==> src/rtl/load_store_unit_if.sv <==
// rtl/load_store_unit_if.sv - pipeline request/response and data-memory bus of the load/store unit
interface load_store_unit_if #(
   parameter int ADDR_W = 32,
   parameter int DATA_W = 32
);
   logic              req_valid;
   logic              req_load;
   logic              req_store;
   logic [2:0]        funct3;
   logic [ADDR_W-1:0] addr;
   logic [DATA_W-1:0] store_data;
   logic              busy;
   logic              resp_valid;
   logic [DATA_W-1:0] load_data;
   logic              misaligned;
   logic              mem_read;
   logic              mem_write;
   logic [ADDR_W-1:0] mem_address;
   logic [DATA_W-1:0] mem_write_data;
   logic [DATA_W-1:0] mem_read_data;

   modport slave (
      input  req_valid, req_load, req_store, funct3, addr, store_data, mem_read_data,
      output busy, resp_valid, load_data, misaligned,
             mem_read, mem_write, mem_address, mem_write_data
   );

   modport master (
      output req_valid, req_load, req_store, funct3, addr, store_data, mem_read_data,
      input  busy, resp_valid, load_data, misaligned,
             mem_read, mem_write, mem_address, mem_write_data
   );
endinterface

==> src/rtl/load_store_unit.sv <==
// rtl/load_store_unit.sv - RV32I load/store unit over a word-only memory, read-modify-write for SB/SH
// Optional misaligned-access trap: LSU_MISALIGN_TRAP_EN
module load_store_unit #(
   parameter int ADDR_W = 32,
   parameter int DATA_W = 32
) (
   input logic               clk,
   input logic               rst_n,
   load_store_unit_if.slave  bus
);

   typedef enum logic [2:0] {IDLE, RD, RWAIT, MERGE_WR, WR, RESP} state_t;
   typedef enum logic [1:0] {SZ_B, SZ_H, SZ_W} size_t;

   state_t            state, state_nx;
   size_t             size_in, size_q;
   logic              accept;
   logic              mis_in;
   logic [ADDR_W-1:0] addr_q;
   logic [DATA_W-1:0] sdata_q;
   logic              load_q;
   logic              uns_q;
   logic [DATA_W-1:0] load_data_q;
   logic [DATA_W-1:0] wdata_q;
   logic [4:0]        shamt;
   logic [7:0]        byte_lane;
   logic [15:0]       half_lane;
   logic [DATA_W-1:0] load_fmt;
   logic [DATA_W-1:0] merged;

   assign accept = (state == IDLE) && bus.req_valid && (bus.req_load || bus.req_store);

   // Loads use funct3[1:0] for size (bit 2 = unsigned); stores only know SB/SH, rest is SW
   always_comb begin
      size_in = SZ_W;
      if (bus.req_load) begin
         case (bus.funct3[1:0])
            2'b00:   size_in = SZ_B;
            2'b01:   size_in = SZ_H;
            default: size_in = SZ_W;
         endcase
      end else begin
         case (bus.funct3)
            3'b000:  size_in = SZ_B;
            3'b001:  size_in = SZ_H;
            default: size_in = SZ_W;
         endcase
      end
   end

`ifdef LSU_MISALIGN_TRAP_EN
   logic mis_q;

   assign mis_in = ((size_in == SZ_H) && bus.addr[0]) ||
                   ((size_in == SZ_W) && (bus.addr[1:0] != 2'b00));
   assign bus.misaligned = (state == RESP) && mis_q;

   always_ff @(posedge clk or negedge rst_n) begin
      if (!rst_n)      mis_q <= 1'b0;
      else if (accept) mis_q <= mis_in;
   end
`else
   assign mis_in         = 1'b0;
   assign bus.misaligned = 1'b0;
`endif

   always_comb begin
      state_nx = state;
      case (state)
         IDLE: begin
            if (accept) begin
               if (mis_in)                 state_nx = RESP;
               else if (bus.req_load)      state_nx = RD;
               else if (size_in == SZ_W)   state_nx = WR;
               else                        state_nx = RD;
            end
         end
         RD:       state_nx = RWAIT;
         RWAIT:    state_nx = load_q ? RESP : MERGE_WR;
         MERGE_WR: state_nx = RESP;
         WR:       state_nx = RESP;
         RESP:     state_nx = IDLE;
         default:  state_nx = IDLE;
      endcase
   end

   assign shamt     = {addr_q[1:0], 3'b000};
   assign byte_lane = 8'(bus.mem_read_data >> shamt);
   assign half_lane = addr_q[1] ? bus.mem_read_data[31:16] : bus.mem_read_data[15:0];

   always_comb begin
      load_fmt = bus.mem_read_data;
      case (size_q)
         SZ_B:    load_fmt = uns_q ? {{(DATA_W-8){1'b0}}, byte_lane}
                                   : {{(DATA_W-8){byte_lane[7]}}, byte_lane};
         SZ_H:    load_fmt = uns_q ? {{(DATA_W-16){1'b0}}, half_lane}
                                   : {{(DATA_W-16){half_lane[15]}}, half_lane};
         default: load_fmt = bus.mem_read_data;
      endcase
   end

   // Splice the new byte/half into the word just read back
   always_comb begin
      merged = sdata_q;
      case (size_q)
         SZ_B: merged = (bus.mem_read_data & ~({{(DATA_W-8){1'b0}}, 8'hFF} << shamt)) |
                        ({{(DATA_W-8){1'b0}}, sdata_q[7:0]} << shamt);
         SZ_H: merged = addr_q[1] ? {sdata_q[15:0], bus.mem_read_data[15:0]}
                                  : {bus.mem_read_data[31:16], sdata_q[15:0]};
         default: merged = sdata_q;
      endcase
   end

   always_ff @(posedge clk or negedge rst_n) begin
      if (!rst_n) begin
         state       <= IDLE;
         addr_q      <= '0;
         sdata_q     <= '0;
         load_q      <= 1'b0;
         uns_q       <= 1'b0;
         size_q      <= SZ_W;
         load_data_q <= '0;
         wdata_q     <= '0;
      end else begin
         state <= state_nx;
         if (accept) begin
            addr_q      <= bus.addr;
            sdata_q     <= bus.store_data;
            load_q      <= bus.req_load;
            uns_q       <= bus.funct3[2];
            size_q      <= size_in;
            load_data_q <= '0;
            if (!bus.req_load && (size_in == SZ_W))
               wdata_q <= bus.store_data;
         end
         if (state == RWAIT) begin
            if (load_q) load_data_q <= load_fmt;
            else        wdata_q     <= merged;
         end
      end
   end

   assign bus.busy           = (state != IDLE);
   assign bus.resp_valid     = (state == RESP);
   assign bus.mem_read       = (state == RD);
   assign bus.mem_write      = (state == WR) || (state == MERGE_WR);
   assign bus.mem_address    = {addr_q[ADDR_W-1:2], 2'b00};
   assign bus.mem_write_data = wdata_q;
   assign bus.load_data      = load_data_q;

endmodule

==> src/flat_wrapper.sv <==
// flat-port wrapper written by rule: the top's interface ports become plain ports
module load_store_unit_flat 
#(
   parameter int ADDR_W = 32,
   parameter int DATA_W = 32
)
  (clk, rst_n, bus_req_valid, bus_req_load, bus_req_store, bus_funct3, bus_addr, bus_store_data, bus_mem_read_data, bus_busy, bus_resp_valid, bus_load_data, bus_misaligned, bus_mem_read, bus_mem_write, bus_mem_address, bus_mem_write_data);
  load_store_unit_if #(.ADDR_W(ADDR_W), .DATA_W(DATA_W)) bus_i ();
  input logic clk;
  input logic rst_n;
  input wire logic [$bits(bus_i.req_valid)-1:0] bus_req_valid;
  input wire logic [$bits(bus_i.req_load)-1:0] bus_req_load;
  input wire logic [$bits(bus_i.req_store)-1:0] bus_req_store;
  input wire logic [$bits(bus_i.funct3)-1:0] bus_funct3;
  input wire logic [$bits(bus_i.addr)-1:0] bus_addr;
  input wire logic [$bits(bus_i.store_data)-1:0] bus_store_data;
  input wire logic [$bits(bus_i.mem_read_data)-1:0] bus_mem_read_data;
  output wire logic [$bits(bus_i.busy)-1:0] bus_busy;
  output wire logic [$bits(bus_i.resp_valid)-1:0] bus_resp_valid;
  output wire logic [$bits(bus_i.load_data)-1:0] bus_load_data;
  output wire logic [$bits(bus_i.misaligned)-1:0] bus_misaligned;
  output wire logic [$bits(bus_i.mem_read)-1:0] bus_mem_read;
  output wire logic [$bits(bus_i.mem_write)-1:0] bus_mem_write;
  output wire logic [$bits(bus_i.mem_address)-1:0] bus_mem_address;
  output wire logic [$bits(bus_i.mem_write_data)-1:0] bus_mem_write_data;
  assign bus_i.req_valid = bus_req_valid;
  assign bus_i.req_load = bus_req_load;
  assign bus_i.req_store = bus_req_store;
  assign bus_i.funct3 = bus_funct3;
  assign bus_i.addr = bus_addr;
  assign bus_i.store_data = bus_store_data;
  assign bus_i.mem_read_data = bus_mem_read_data;
  assign bus_busy = bus_i.busy;
  assign bus_resp_valid = bus_i.resp_valid;
  assign bus_load_data = bus_i.load_data;
  assign bus_misaligned = bus_i.misaligned;
  assign bus_mem_read = bus_i.mem_read;
  assign bus_mem_write = bus_i.mem_write;
  assign bus_mem_address = bus_i.mem_address;
  assign bus_mem_write_data = bus_i.mem_write_data;
  load_store_unit #(.ADDR_W(ADDR_W), .DATA_W(DATA_W)) u_core (.clk(clk), .rst_n(rst_n), .bus(bus_i));
endmodule
==> config.mk <==
export PLATFORM = sky130hd
export DESIGN_NAME = load_store_unit_flat
export DESIGN_NICKNAME = d
export VERILOG_FILES = /design/src/rtl/load_store_unit_if.sv /design/src/rtl/load_store_unit.sv /design/src/flat_wrapper.sv
export SDC_FILE = /design/constraint.sdc
export NUM_CORES = 1
export LEC_CHECK = 0
export BUFFER_PORTS_ARGS = -buffer_cell sky130_fd_sc_hd__buf_2
export CORE_MARGIN = 3
export CORE_UTILIZATION = 25
export CTS_BUF_LIST = sky130_fd_sc_hd__clkbuf_16
export DETAILED_ROUTE_END_ITERATION = 7
export PLACE_DENSITY_LB_ADDON = 0.05
export SYNTH_ARGS = -nofsm -noshare
export SYNTH_HDL_FRONTEND = slang
export SYNTH_SLANG_ARGS = --single-unit
export TNS_END_PERCENT = 20
==> constraint.sdc <==
create_clock -name clk -period 4.4 [get_ports clk]
set_clock_uncertainty 0.1 [all_clocks]
set_input_delay 1.32 -clock clk [delete_from_list [all_inputs] [get_ports clk]]
set_output_delay 1.32 -clock clk [all_outputs]
set_load 0.01 [all_outputs]
# Word-level counts from Yosys, hierarchy flattened
# Cells that the tools add are included.
dict set report op_classes {
  n_eq_ne 10
  shift 3
  muxes 21
  n_bitwise 3
  n_reduce_logical 12
}
# operator count
set ops {}
lappend ops {{$mux 32} 10}
lappend ops {{$pmux 32 s2} 2}
lappend ops {{$and 32x32->32} 1}
lappend ops {{$not 32->32} 1}
lappend ops {{$or 32x32->32} 1}
lappend ops {{$shl 8x5->32} 1}
lappend ops {{$shl 8x5->32 const A} 1}
lappend ops {{$shr 32x5->8} 1}
lappend ops {{$mux 16} 1}
lappend ops {{$mux 3} 4}
lappend ops {{$pmux 3 s4} 1}
lappend ops {{$pmux 2 s2} 2}
lappend ops {{$eq 3x1->1 const B} 2}
lappend ops {{$eq 3x2->1 const B} 2}
lappend ops {{$eq 3x3->1 const B} 2}
lappend ops {{$logic_not 3->1} 2}
lappend ops {{$eq 2x1->1 const B} 2}
lappend ops {{$logic_not 2->1} 2}
lappend ops {{$logic_and 1x1->1} 3}
lappend ops {{$reduce_bool 3->1} 1}
lappend ops {{$eq 2x2->1 const B} 1}
lappend ops {{$logic_or 1x1->1} 2}
lappend ops {{$mux 2} 1}
lappend ops {{$ne 2x1->1 const B} 1}
lappend ops {{other kinds (2)} 2}
dict set report totals {
  regBits 135
  in_bits 104
  elab_cells 57
}

# Logic depth before layout (Yosys ltp)
# Gate-level depths: netlist (run 1).
dict set report logic_depth {
  ltp_word 9
  depth_mapped 7
  depth_no_buf 4
}

# Least setup slack after synthesis (run 1)
# OpenSTA, ideal clock, no wires.
dict set report synth_timing {
  kind {input-to-reg}
  start {input port bus_req_valid}
  end {register u_core.addr_q[10]}
  arrival_time_ps 2370
  t_required_ps 4184
  path_slack_ps 1814
  path_stages 6
  path_buffers 2
  path_cell_list {nor4b_2 o21ai_1 clkbuf_1 clkbuf_1 nand2_1 nand2_1}
}
dict set report synth_via {
  elab_chain_len 2
}
# element line_no
set synth_lines {}
lappend synth_lines {{from (decl)} flat_wrapper.sv:11} ;# input wire logic [$bits(bus_i.req_valid)-1:0] bus_req_valid;
lappend synth_lines {{$logic_and 1x1->1 (2 in a row)} load_store_unit.sv:31} ;# assign accept = (state == IDLE) && bus.req_valid && (bus.req_load || bus.req_store);
lappend synth_lines {{to (signal assigned)} load_store_unit.sv:127} ;# addr_q <= bus.addr;
lappend synth_lines {{to (decl)} load_store_unit.sv:19} ;# logic [ADDR_W-1:0] addr_q;
# Every way passes these cells.
# A chain may end at the register's enable or synchronous reset.

# Worst setup path after layout (run 1)
dict set report layout_timing {
  start {register u_core.state[2]}
  end {output port bus_resp_valid}
}
dict set report layout_via {
  elab_chain_len 1
}
# element line_no
set layout_lines {}
lappend layout_lines {{from (decl)} load_store_unit.sv:15} ;# state_t state, state_nx;
lappend layout_lines {{from (signal assigned)} load_store_unit.sv:125} ;# state <= state_nx;
lappend layout_lines {{$eq 3x3->1} load_store_unit.sv:144} ;# assign bus.resp_valid = (state == RESP);
lappend layout_lines {{to (decl)} flat_wrapper.sv:19} ;# output wire logic [$bits(bus_i.resp_valid)-1:0] bus_resp_valid;
# Every way passes these cells.

==> flow_metrics.env, run 1 <==
export IMPL_ff_latch_area_um2=3379
export IMPL_n_antenna_cell=0
export IMPL_hpwl_um=18720
export IMPL_cp_required_ns=2.98
export IMPL_cts_htree_levels=4
export IMPL_utilization=0.3213
export IMPL_grt_usage=0.1733
export IMPL_grt_setup_unrepaired="false"
export IMPL_fp_coreArea_um2=27330
export IMPL_cp_end_kind="primary output"
export IMPL_cts_made_buffers=17
export IMPL_status="complete, no violations"
export IMPL_ant_nets=0
export IMPL_firstDrtPassIters=4
export IMPL_fmax_mhz=332.5
export IMPL_cts_sinks=135
export IMPL_gr_total_overflow=0
export IMPL_place_gp_congestion=0.7488
export IMPL_switching_share=0.4184
export IMPL_seqPwrFrac=0.358
export IMPL_ys_flop_type="dfrtp_1"
export IMPL_holdPathEnd="u_core.addr_q[22]"
export IMPL_fin_nets=1022
export IMPL_syn_instance_count=771
export IMPL_first_iter_violations=308
export IMPL_finalHoldViolations=0
export IMPL_r2r_end="u_core.bus.load_data[26]"
export IMPL_peakVddDrop_mv=0.2226
export IMPL_vias=6193
export IMPL_grt_pass1_vias=6440
export IMPL_finalSetupViolCount=0
export IMPL_clk_latency_ns=0.42
export IMPL_antenna_found_initial=0
export IMPL_crit_arrival_ns=1.59
export IMPL_intPower_w=0.003723
export IMPL_power_w=0.006401
export IMPL_cts_clk_slew_worst_paths_ns=0.07
export IMPL_yosys_warnings=0
export IMPL_crit_type="register to primary output"
export IMPL_drive_gt1_frac=0.2828
export IMPL_max_cap_violations=0
export IMPL_multiInputGateArea_um2=3139
export IMPL_wirelength_um=26440
export IMPL_worstPathMaxFanout=12
export IMPL_timing_final_ws_setup_ns=1.392
export IMPL_root_buffer="clkbuf_16"
export IMPL_leakage_nw=4.489
export IMPL_cts_buffer_depth=2
export IMPL_grt_pass1_wl_um=40720
export IMPL_holdWs_ns=0.3672
export IMPL_r2r_start="u_core.addr_q[1]"
export IMPL_switchingPower_w=0.002678
export IMPL_cts_tree="yes"
export IMPL_worstMarginPinSlew_ns=0.9956
export IMPL_slew_headroom=0.3278
export IMPL_avgRoutedWirePerCell_um=20.31
export IMPL_powerDensity_nw_per_um2=729.1
export IMPL_ys_types=56
export IMPL_fill_cells=2997
export IMPL_hold_buffers=0
export IMPL_initial_core_util=0.2583
export IMPL_maxSlewViolCount=0
export IMPL_yosysTopAreaCell="dfrtp_1"
export IMPL_synthTopCellsByArea="dfrtp_1, nand2_1, mux2i_1"
export IMPL_syn_avg_cell_area_um2=9.154
export IMPL_grt_max_degree=71
export IMPL_start_kind="register"
export IMPL_boundaryPins=205
export IMPL_hp_class="register to register"
export IMPL_die_height_um=174.0
export IMPL_synth_area_um2=7058
export IMPL_async_reset_ff_frac=1.000
export IMPL_dpl_worst_slack_ns=1.197
export IMPL_hold_depth=2
export IMPL_detail_route_vias_per_cell=4.757
export IMPL_yosysTopAreaCellShare=0.4751
export IMPL_post_cts_setup_buffer_count=0
export IMPL_rrSetupSlack_ns=1.86
export IMPL_num_rows=60
export IMPL_hold_start="u_core.addr_q[22]"
export IMPL_post_cts_resized=0
export IMPL_yosysSeqAreaShare=0.4788
export IMPL_period_minus_slack_ns=3.008
export IMPL_fp_dieArea_um2=30280
export IMPL_syn_to_final_growth_pct=24.39
export IMPL_clkPwrFrac=0.236
export IMPL_ys_ff_latch=135
export IMPL_port_buffers=201
export IMPL_drc=0
export IMPL_fp_dieW_um=174.0
export IMPL_ff2ff_path_depth=5
export IMPL_finalSetupTns_ns=0
export IMPL_finalCritPeriodShare=0.6835
export IMPL_synth_edff_count=0
export IMPL_p_comb_frac=0.406
kinds of logic after synthesis:
kind of cell	count (synthesis)	synth area share
flip-flops	135	0.4788
AO/OA/AOI/OAI	188	0.1955
other	1	0.0005313
AND/OR/NAND/NOR	307	0.1877
buffers and inverters	102	0.08137
multiplexers	38	0.05602
synthesized netlist by cell type (all sizes together), types with 2 or more instances:
library cell,count
a22o,3
o2bb2ai,16
nor2,28
a21o,8
nor4b,2
a32oi,15
o22ai,8
nor3b,3
nand2b,9
or4b,2
o21ai,26
and3,10
nand2,232
clkbuf,30
mux2i,35
o211a,16
mux2,2
nor2b,8
a22oi,9
a21oi,30
a221oi,8
o41ai,6
a31oi,7
o311ai,7
or3b,3
inv,12
nand3,3
dfrtp,134
buf,60
a211oi,21
worst max path at each step:
stage | from | endpoint | slack, ns | depth (start not counted)
final | u_core.state[2] | bus_resp_valid | 1.39 | 3
after global placement | bus_req_valid | u_core.bus.mem_write_data[28] | 1.29 | 5
after floorplan | bus_req_valid | u_core.addr_q[10] | 1.81 | 6
after CTS | u_core.state[2] | bus_resp_valid | 1.36 | 3
after detailed placement | bus_req_valid | u_core.bus.mem_write_data[26] | 1.20 | 5
after global routing | u_core.state[2] | bus_resp_valid | 1.22 | 3
layer usage:
layer  wire [um]  GRT usage  vias up  share of wire
met4         430    0.04323        0          0.016
li1            -          -     2973              -
met1       12870     0.2424     3024           0.49
met3        1018    0.03517       23          0.038
met5           0          0        -              0
met2       12130     0.2744      173           0.46
worst max-delay path: stages, from the launching register on:
cell     delay (ns)
dfrtp_1        0.60
inv_1          0.16
nor3b_1        0.24
buf_2          0.17
layout make-up:
| cell class | count | share of cell area |
|---|---|---|
| Sequential cell | 135 | 0.3849 |
| Multi-Input combinational cell | 536 | 0.3576 |
| Timing Repair Buffer | 216 | 0.1310 |
| Tap cell | 372 | 0.05301 |
| Clock buffer | 17 | 0.04845 |
| Clock inverter | 14 | 0.01995 |
| Inverter | 12 | 0.005130 |
power by group through the flow:
stage	logic, W	registers [W]	clock network (W)
final	0.00260	0.00229	0.00151
after global routing	0.00292	0.00237	0.00160
after CTS	0.00266	0.00230	0.00155
after detailed placement	0.00265	0.00231	0
after global placement	0.00265	0.00233	0
after floorplan	0.00184	0.00218	0
state kept, by name, summed over array words and instances (netlist names):
register                   cells
u_core.uns_q                   1
u_core.state                   3
u_core.addr_q                 32
u_core.sdata_q                32
u_core.size_q                  2
u_core.bus.mem_write_data     32
u_core.load_q                  1
u_core.bus.load_data          32
per-stage QoR:
stage               cell area (um2)  cells
detailed placement             8179   1271
global route                   8780   1302
finish                         8780   1302
CTS                            8780   1302
global placement               8179   1271
floorplan                      7066    773
cell usage in the layout (no fill, tap or decap), types with 4 or more instances in the layout:
cell type   Yosys  routed
a221oi_1        8       8
buf_2          15     200
o2bb2ai_1      16      16
clkbuf_16       0      17
a21o_1          8       8
clkinvlp_4      0       5
nor2_1         27      26
o21ai_0        23      23
o211a_1        16      16
o41ai_1         6       6
a31oi_1         7       7
buf_4          40      13
a32oi_1        15      15
a22oi_1         9       9
o22ai_1         8       8
nor2b_1         8       8
a211oi_1       21      21
dfrtp_1       134     134
nand2_1       232     232
inv_1          12      12
o311ai_0        7       7
inv_6           0       4
a21oi_1        29      29
and3_1         10      10
nand2b_1        9       9
mux2i_1        35      35
(Power assumes the default switching activity.)
==> run 2, diff against run 1 <==
ABC_AREA = 1   (was unset)
clock period = 2.4 ns   (was 4.4 ns; I/O delays follow)
==> flow_metrics.env, run 2 <==
export IMPL_status="complete, no violations"
export IMPL_grt_max_degree=75
export IMPL_ys_types=29
export IMPL_worst_path_max_delay_cell="dfrtp_1"
export IMPL_yosys_area_share_simple=0.3408
export IMPL_synthXorXnorAreaFrac=0
export IMPL_cts_htree_levels=4
export IMPL_synthTopCellsByArea="dfrtp_1, nand2_1, nand3_1"
export IMPL_hold_buffers=0
export IMPL_ff_latch_area_um2=3379
export IMPL_syn_instance_count=1133
export IMPL_hpwl_um=21080
export IMPL_gr_total_overflow=0
export IMPL_boundaryPins=205
export IMPL_ant_nets=0
export IMPL_fmax_mhz=440.5
export IMPL_crit_top_cell="inv_1"
export IMPL_antenna_found_initial=2
export IMPL_grt_pass1_wl_um=43670
export IMPL_synth_compound_area_frac=0.08773
export IMPL_dpl_cell_area_um2=9079
export IMPL_final_cell_mix="nand2_1, buf_2, dfrtp_1"
export IMPL_powerDensity_nw_per_um2=1332
export IMPL_worstPathMaxFanout=4
export IMPL_clk_latency_ns=0.43
export IMPL_detail_route_vias_per_cell=4.354
export IMPL_critPathBufInv=3
export IMPL_syn_to_final_growth_pct=22.97
export IMPL_max_cap_violations=0
export IMPL_yosys_warnings=0
export IMPL_synth_edff_count=0
export IMPL_crit_arrival_ns=1.45
export IMPL_synth_area_mux_share=0
export IMPL_grt_pass1_vias=7247
export IMPL_ys_flop_type="dfrtp_1"
export IMPL_firstDrtPassIters=5
export IMPL_synth_area_um2=7915
export IMPL_initial_core_util=0.2561
export IMPL_yosysMostFrequentCell="nand2_1"
export IMPL_synth_top_family_by_area="simple AND/OR/NAND/NOR gates"
export IMPL_worstPathCellList="inv_1 > nand2_1 > nor2_1 > inv_1 > buf_2"
export IMPL_fp_dieW_um=183.9
export IMPL_hp_class="input pin to asynchronous set/reset pin"
export IMPL_synth_common_cells="nand2_1, dfrtp_1, inv_1"
export IMPL_synthAdderAreaFrac=0
export IMPL_grt_setup_unrepaired="false"
export IMPL_slowest_delay_ns=0.41
export IMPL_cts_tree="yes"
export IMPL_yosysSeqAreaShare=0.4270
export IMPL_num_rows=64
export IMPL_yosysTopAreaCellShare=0.4236
export IMPL_multiInputGateArea_um2=3412
export IMPL_root_buffer="clkbuf_16"
export IMPL_worstMarginPinSlew_ns=0.6280
export IMPL_wirelength_um=28630
export IMPL_async_reset_ff_frac=1.000
export IMPL_ys_ff_latch=135
export IMPL_vias=7358
export IMPL_drc=0
export IMPL_maxSlewViolCount=0
export IMPL_place_gp_congestion=0.7675
export IMPL_yosysTopAreaCell="dfrtp_1"
export IMPL_drive_gt1_frac=0.2212
export IMPL_leakage_nw=5.535
export IMPL_finalSetupViolCount=0
export IMPL_period_minus_slack_ns=2.270
export IMPL_cts_made_buffers=17
export IMPL_cp_end_kind="primary output"
export IMPL_peakVddDrop_mv=0.5351
export IMPL_syn_avg_cell_area_um2=6.986
export IMPL_finalCritPeriodShare=0.9458
export IMPL_fp_coreArea_um2=30910
export IMPL_grt_usage=0.1692
export IMPL_cp_required_ns=1.58
export IMPL_avgRoutedWirePerCell_um=16.94
export IMPL_start_kind="register"
export IMPL_fp_dieArea_um2=33830
export IMPL_fill_cells=3459
export IMPL_finalHoldViolations=0
export IMPL_finalSetupTns_ns=0
export IMPL_instances_no_fill=1690
export IMPL_cp_top_family="flip-flops"
export IMPL_first_iter_violations=413
export IMPL_layout_commonest_cell="nand2_1"
export IMPL_cts_clk_slew_worst_paths_ns=0.07
export IMPL_post_place_cells=1658
export IMPL_port_buffers=201
export IMPL_cts_buffer_depth=2
export IMPL_crit_type="register to primary output"
export IMPL_slew_headroom=0.5799
export IMPL_die_height_um=183.9
export IMPL_power_w=0.01296
export IMPL_fin_area_um2=9733
export IMPL_fin_nets=1385
export IMPL_cts_sinks=135
[run 2: changes by cell type in the layout (fill, tap and decap cells not counted), moves of 22 or more]
cell     delta
inv_1     +108
mux2i_1    -35
nand2_1   +158
nand3_1    +95
nor2_1     +80
o21ai_0    +22
o21ai_1    +35
[run 2: path summary, 6_finish.rpt]
check,cells after the start,from,slack [ns],end
setup / recovery,5,u_core.state[0],0.13,bus_busy
hold / removal,1,rst_n,0.03,u_core.sdata_q[21]
setup reg to reg,8,u_core.state[2],0.42,u_core.bus.mem_write_data[4]
hold reg to reg,2,u_core.addr_q[2],0.37,u_core.addr_q[2]
max in group asynchronous,2,rst_n,1.53,u_core.sdata_q[26]
min in group clk,2,u_core.addr_q[2],0.37,u_core.addr_q[2]
[run 2: metrics by stage]
step	util	setup WS (ns)	hold WS (ns)
4_1_cts	0.3147	0.03091	0.01284
6_report	0.3149	0.1301	0.02780
5_1_grt	0.3148	0.07452	0.02388
2_1_floorplan	-	0.6372	0.3244
3_5_place_dp	0.2937	0.3203	0.3545
3_3_place_gp	0.2937	0.3488	0.3492
[run 2: area by class of cell]
cell class | count | area share
Tap cell | 396 | 0.05091
Clock buffer | 17 | 0.04371
Timing Repair Buffer | 224 | 0.1346
Antenna cell | 1 | 0.0002571
Sequential cell | 135 | 0.3472
Inverter | 128 | 0.04988
Multi-Input combinational cell | 775 | 0.3506
Clock inverter | 14 | 0.02288
[run 2: worst reg2reg max path, delay by kind of cell, from the launching register on]
family / cells / cell delay (ns)
flops: 1 / 0.47
buf+inv: 3 / 0.43
simple gates: 3 / 0.68
compound gates: 2 / 0.18
[run 2: what timing repair did]
item	in CTS	in global routing
endpoints found under the hold margin	0	0
buffers inserted	0	0
gates resized for setup	0	1
endpoints found under the setup margin	0	1
[run 2: per-layer routing]
metal,up-vias,global-route usage,routed length [um]
li1,3773,-,-
met5,-,0,12
met4,2,0.05171,543
met1,3354,0.2423,13870
met2,199,0.2569,12740
met3,30,0.03443,1461
[run 2: cells by family (layout without fill, tap and decap cells)]
group | count (synthesis) | count (layout)
AO/OA/AOI/OAI | 135 | 135
buffers and inverters | 225 | 383
flip-flops | 135 | 135
other | 1 | 4
AND/OR/NAND/NOR | 637 | 637
[run 2: where the power goes]
| part | leakage [nW] | total, W | switching (W) | internal, W |
|---|---|---|---|---|
| clock network | 0.312 | 0.00298 | 0.00112 | 0.00185 |
| registers | 1.68 | 0.00408 | 0.000702 | 0.00338 |
| logic | 3.54 | 0.00590 | 0.00384 | 0.00207 |
| total | 5.53 | 0.0130 | 0.00566 | 0.00730 |
